[config.mk]
export PLATFORM = sky130hd
export DESIGN_NAME = display_arbiter
export DESIGN_NICKNAME = d
export VERILOG_FILES = /design/src/rtl/display_arbiter.sv
export SDC_FILE = /design/constraint.sdc
export NUM_CORES = 1
export LEC_CHECK = 0
export CAP_MARGIN = 40
export CELL_PAD_IN_SITES_DETAIL_PLACEMENT = 0
export CELL_PAD_IN_SITES_GLOBAL_PLACEMENT = 1
export CORE_AREA = 4 4 250 252
export DETAILED_ROUTE_END_ITERATION = 16
export DIE_AREA = 0 0 254 256
export PLACE_DENSITY = 0.53
export SYNTH_ARGS = -nofsm -noshare
export SYNTH_HDL_FRONTEND = slang
export SYNTH_SLANG_ARGS = --single-unit
[constraint.sdc]
create_clock -name clk -period 2.45 [get_ports clk]
set_clock_uncertainty 0.2 [all_clocks]
set_input_delay 0.49 -clock clk [delete_from_list [all_inputs] [get_ports clk]]
set_output_delay 0.49 -clock clk [all_outputs]
set_load 0.005 [all_outputs]
[src/rtl/display_arbiter.sv]
// Fixed-priority owner arbiter for a shared 8x8 matrix / 8-digit / buzzer display, with minimum-hold preemption.
// Define DISP_ARB_GAP_EN to insert a GAP_CYC-cycle blank gap on every ownership change.
module display_arbiter #(
  parameter int MIN_HOLD = 1000,
  parameter int GAP_CYC  = 4
) (
  input  logic         clk,
  input  logic         sw,
  input  logic [2:0]   req,
  input  logic [127:0] matrix0,
  input  logic [127:0] matrix1,
  input  logic [127:0] matrix2,
  input  logic [31:0]  num0,
  input  logic [31:0]  num1,
  input  logic [31:0]  num2,
  input  logic         beep0,
  input  logic         beep1,
  input  logic         beep2,
  output logic [2:0]   grant,
  output logic [127:0] matrixData,
  output logic [31:0]  numbersData,
  output logic         beep,
  output logic         busy
);

  localparam int HW = $clog2(MIN_HOLD + 1);

  if (GAP_CYC < 1) begin : g_bad_gap
    $error("display_arbiter: GAP_CYC must be >= 1");
  end

  typedef enum logic [1:0] {IDLE, OWN, GAP} state_e;

  state_e          state_q;
  logic [2:0]      grant_q;
  logic [HW-1:0]   hold_q;
`ifdef DISP_ARB_GAP_EN
  localparam int GW = $clog2(GAP_CYC + 1);
  logic [GW-1:0]   gap_q;
`endif

  // Lowest index set wins.
  function automatic logic [2:0] pick(input logic [2:0] v);
    return v & (~v + 3'd1);
  endfunction

  logic       owner_req, hold_full, release_c, preempt_c;
  logic [2:0] higher;

  assign owner_req = |(req & grant_q);
  // grant_q is one-hot, so grant_q-1 masks exactly the higher-priority sources.
  assign higher    = req & (grant_q - 3'd1);
  assign hold_full = (hold_q == HW'(MIN_HOLD));
  // A dropped owner request is a release even if a higher source rose alongside it.
  assign release_c = !owner_req;
  assign preempt_c = owner_req && hold_full && (|higher);

`ifndef DISP_ARB_GAP_EN
  logic [2:0] next_owner;
  assign next_owner = pick(release_c ? (req & ~grant_q) : req);
`endif

  always_ff @(posedge clk or negedge sw) begin
    if (!sw) begin
      state_q <= IDLE;
      grant_q <= 3'b000;
      hold_q  <= '0;
`ifdef DISP_ARB_GAP_EN
      gap_q   <= '0;
`endif
    end else begin
      case (state_q)
        IDLE: if (|req) begin
          state_q <= OWN;
          grant_q <= pick(req);
          hold_q  <= '0;
        end
        OWN: begin
          if (release_c || preempt_c) begin
            hold_q <= '0;
`ifdef DISP_ARB_GAP_EN
            state_q <= GAP;
            grant_q <= 3'b000;
            gap_q   <= '0;
`else
            grant_q <= next_owner;
            state_q <= (|next_owner) ? OWN : IDLE;
`endif
          end else if (!hold_full) begin
            hold_q <= hold_q + HW'(1);
          end
        end
`ifdef DISP_ARB_GAP_EN
        GAP: begin
          if (gap_q == GW'(GAP_CYC - 1)) begin
            gap_q   <= '0;
            hold_q  <= '0;
            grant_q <= pick(req);
            state_q <= (|req) ? OWN : IDLE;
          end else begin
            gap_q <= gap_q + GW'(1);
          end
        end
`endif
        default: begin
          state_q <= IDLE;
          grant_q <= 3'b000;
          hold_q  <= '0;
        end
      endcase
    end
  end

  always_comb begin
    matrixData  = '0;
    numbersData = 32'hFFFF_FFFF;
    beep        = 1'b0;
    case (grant_q)
      3'b001: begin matrixData = matrix0; numbersData = num0; beep = beep0; end
      3'b010: begin matrixData = matrix1; numbersData = num1; beep = beep1; end
      3'b100: begin matrixData = matrix2; numbersData = num2; beep = beep2; end
      default: ;
    endcase
  end

  assign grant = grant_q;
  assign busy  = (state_q != IDLE);

endmodule

==> impl_metrics.csv <==
group,metric,value,unit
synthesis,netlist-cell-type-count,45,
synthesis,synth_top_cells_by_area,"a22oi_1, nand2_1, dfrtp_1",
clock_network,cts_htree_levels,1,
sta,max_clock_freq,337.9,MHz
synthesis,synth_seq_area_share,9.659,%
clock_network,ctsLongestPathBuffers,2,
layout,stdcell_count,2193,
setup_path,critical_path.max_fanout,4,
synthesis,ys_seq_elements,14,
synthesis,synth.cell_area,3627,sq um
layout,regArea,351.6,sq um
layout,area_delta_synth_final,277.5,%
routing,detailroute.via_count,8015,
sta,final_min_period_over_clock_period,120.8,%
synthesis,syn_inst,641,
setup_path,rr_startpoint,"grant[1]",
sta,final_hold_viol_count,0,
placed_design,placement.setup.worst_slack,-0.4095,ns
sta,grt_setup_unrepaired,"true",
setup_path,worst_setup_path_start_kind,"flip-flop",
global_route,grt_usage,10.88,%
global_route,grt_pass1_vias,8013,
placed_design,dp_hpwl,30620,um
layout,number_of_antenna_repair_diodes,0,
setup_path,worst-endpoint-arrival,2.27,ns
power,total_leakage_power,6.184,nW
setup_path,setup.worst_path.end_class,"output pin",
synthesis,post-synth-top-area-cell,"a22oi_1",
run_status,outcome,"finished with violations",
sta,worst_slack,-0.5093,ns
sta,report.final.slew_viol_count,0,
layout,design.final.nets,1906,
die,core_area,60130,sq um
setup_path,worstPathRequired,1.76,ns
routing,met2_length,22240,um
synthesis,avgSynthCellArea,5.659,sq um
routing,topRoutingLayerUsed,"met5",
sta,relSlewSlack,50.49,%
synthesis,ys_warnings,0,
global_route,grt_start_max_net_pins,45,
sta,finalSetupTns,-44.31,ns
flow_run,drv.max_cap_violation_count,0,
sta,report.final.setup_viol,161,
synthesis,ys.flop_type,"dfrtp_1",
hold_path,hold_path_startpoint,"hold_q[9]",
placed_design,place.detailed.instances,2093,
die,rows,90,
synthesis,synth_top_area_share,33.32,%
layout,multiInputGateArea,3864,sq um
clock_network,post_cts_hold_buffer_count,0,
global_route,globalRouteOverflowTotal,0,
run_status,failed_checks,"negative setup slack",
routing,initialDrtViolationCount,380,
global_route,grt_first_pass_wirelength,53360,um
setup_path,setup.worst_path.start,"grant[1]",
routing,drt-met1-wl,16630,um
routing,drc_errors,0,
die,die_width,254,um
clock_network,clkSlewWorstSetupHoldPaths,0.05,ns
routing,wl,43250,um
routing,dr_wl_met3,3846,um
hold_path,timing.hold.worst.class,"reg2reg",
synthesis,synth_fp_nets,1135,
sta,slew_at_the_pin_closest_to_its_max_slew_limit,0.7404,ns
power,vdd_drop_max,0.1947,mV
die,floorplan.die_area,65020,sq um
placed_design,gpl.final_weighted_congestion,0.8403,
routing,detail-route-antenna-nets,0,
synthesis,synth_enable_flop_cells,0,
placed_design,place_area,11650,sq um
clock_network,worstSkewPairLatency,0.25,ns
global_route,antenna_violations_before_repair,2,
clock_network,cts_root_buf,"clkbuf_16",
synthesis,ys_top_cells_by_count,"nand2_1, a22oi_1, clkbuf_1",
die,i_o_pins,653,
layout,post_route_cells_drive_above_1_share,32.88,%
layout,final_design_area_no_fill,13690,sq um
layout,fill_cells,6701,
synthesis,synth_async_sr_flop_share,100.0,%
clock_network,tritoncts,"yes",
clock_network,cts-buffers-inserted,3,
routing,detailedRoute.firstPassIterationCount,4,
synthesis,yosys.cell_count.top_type,"nand2_1",
routing,vias_per_cell,3.655,
setup_path,worstSetupPathType,"reg2out",
clock_network,numClockSinks,14,
power,p_total,5.762,mW
die,die_h,256,um
sta,final_period_minus_worst_setup_slack,2.959,ns
die,initial_utilization,6.032,%
routing,wl_per_cell,19.72,um
placed_design,io_buffers,652,
power,power_per_cell_area,420.8,nW/um^2
-- critical path: stages (launching register included) --
cell and delay, ns:
dfrtp_1 0.37, inv_2 0.09, ha_4 0.16, nor2b_4 0.14, buf_6 0.14, or3_4 0.45, clkbuf_16 0.17, buf_6 0.11
buf_6 0.12, buf_6 0.11, nand3_2 0.04, buf_2 0.11
-- what timing repair did --
| item | 4_1_cts | 5_1_grt |
|---|---|---|
| buffers inserted | 15 | 68 |
| setup endpoints to repair | 161 | 162 |
| pin swaps | 10 | 97 |
| hold endpoints to repair | 0 | 0 |
| resized for setup | 204 | 468 |
| gates cloned | 7 | 10 |
-- power by group --
group          switching, mW  internal, mW  total, mW
logic                   2.17          2.95       5.11
clock network          0.116         0.249      0.365
registers             0.0305         0.252      0.282
total                   2.31          3.45       5.76
-- layout make-up --
type	count	area share, %
repair buffers	825	61.18
multi-input cells	560	28.22
well taps	782	7.145
flip-flops and latches	14	2.568
clock buffers	4	0.6488
inverters	8	0.2376
-- metal layers --
metal	GRT usage, %	up-vias
li1	-	3864
met3	2.794	31
met1	12.28	3683
met5	0	-
met2	20.85	435
met4	1.402	2
-- through the flow --
step	hold WS (ns)	util (%)
finish	0.2986	22.77
global route	0.3076	22.77
CTS	0.2987	20.14
detailed placement	0.2900	19.38
global placement	0.2813	19.38
floorplan	-0.005591	-
-- placed cells by master, fill, tap and decap left out, types with 4 or more instances in the layout --
master           count
buf_4               76
nand2_2             21
buf_6               58
clkbuf_2            32
buf_16              10
dfrtp_1             13
or3_1                4
dlymetal6s2s_1      47
inv_1                6
nand3_2             29
clkdlybuf4s50_1    499
a22oi_1             50
buf_12              22
nand2_1            279
nor3_1               4
buf_2               61
a22oi_2            111
clkbuf_16           12
buf_8               11
nand3_1              6
-- state kept, by name (all words and copies together), names as in the netlist --
register,count
grant,3
hold_q,10
state_q,1
-- path summary, 6_finish.rpt --
check                                  to  slack, ns  depth (start not counted)
min                             hold_q[9]       0.30                          1
min reg2reg                     hold_q[9]       0.30                          1
min in group asynchronous       hold_q[2]       0.48                          1
max reg2reg                     hold_q[9]       0.14                         11
max in group asynchronous        grant[0]       1.06                          1
max                        numbersData[4]      -0.51                         11
-- kinds of logic (layout without fill, tap and decap cells) --
| kind of cell | after synthesis | in the layout | synth area share [%] |
|---|---|---|---|
| fa+ha+maj | 6 | 6 | 2.070 |
| xor+xnor | 1 | 1 | 0.2415 |
| buf+inv | 67 | 837 | 7.072 |
| flops | 14 | 14 | 9.659 |
| compound gates | 185 | 185 | 38.60 |
| simple gates | 365 | 365 | 41.46 |
| mux | 3 | 3 | 0.8968 |
(Power assumes the default switching activity.)
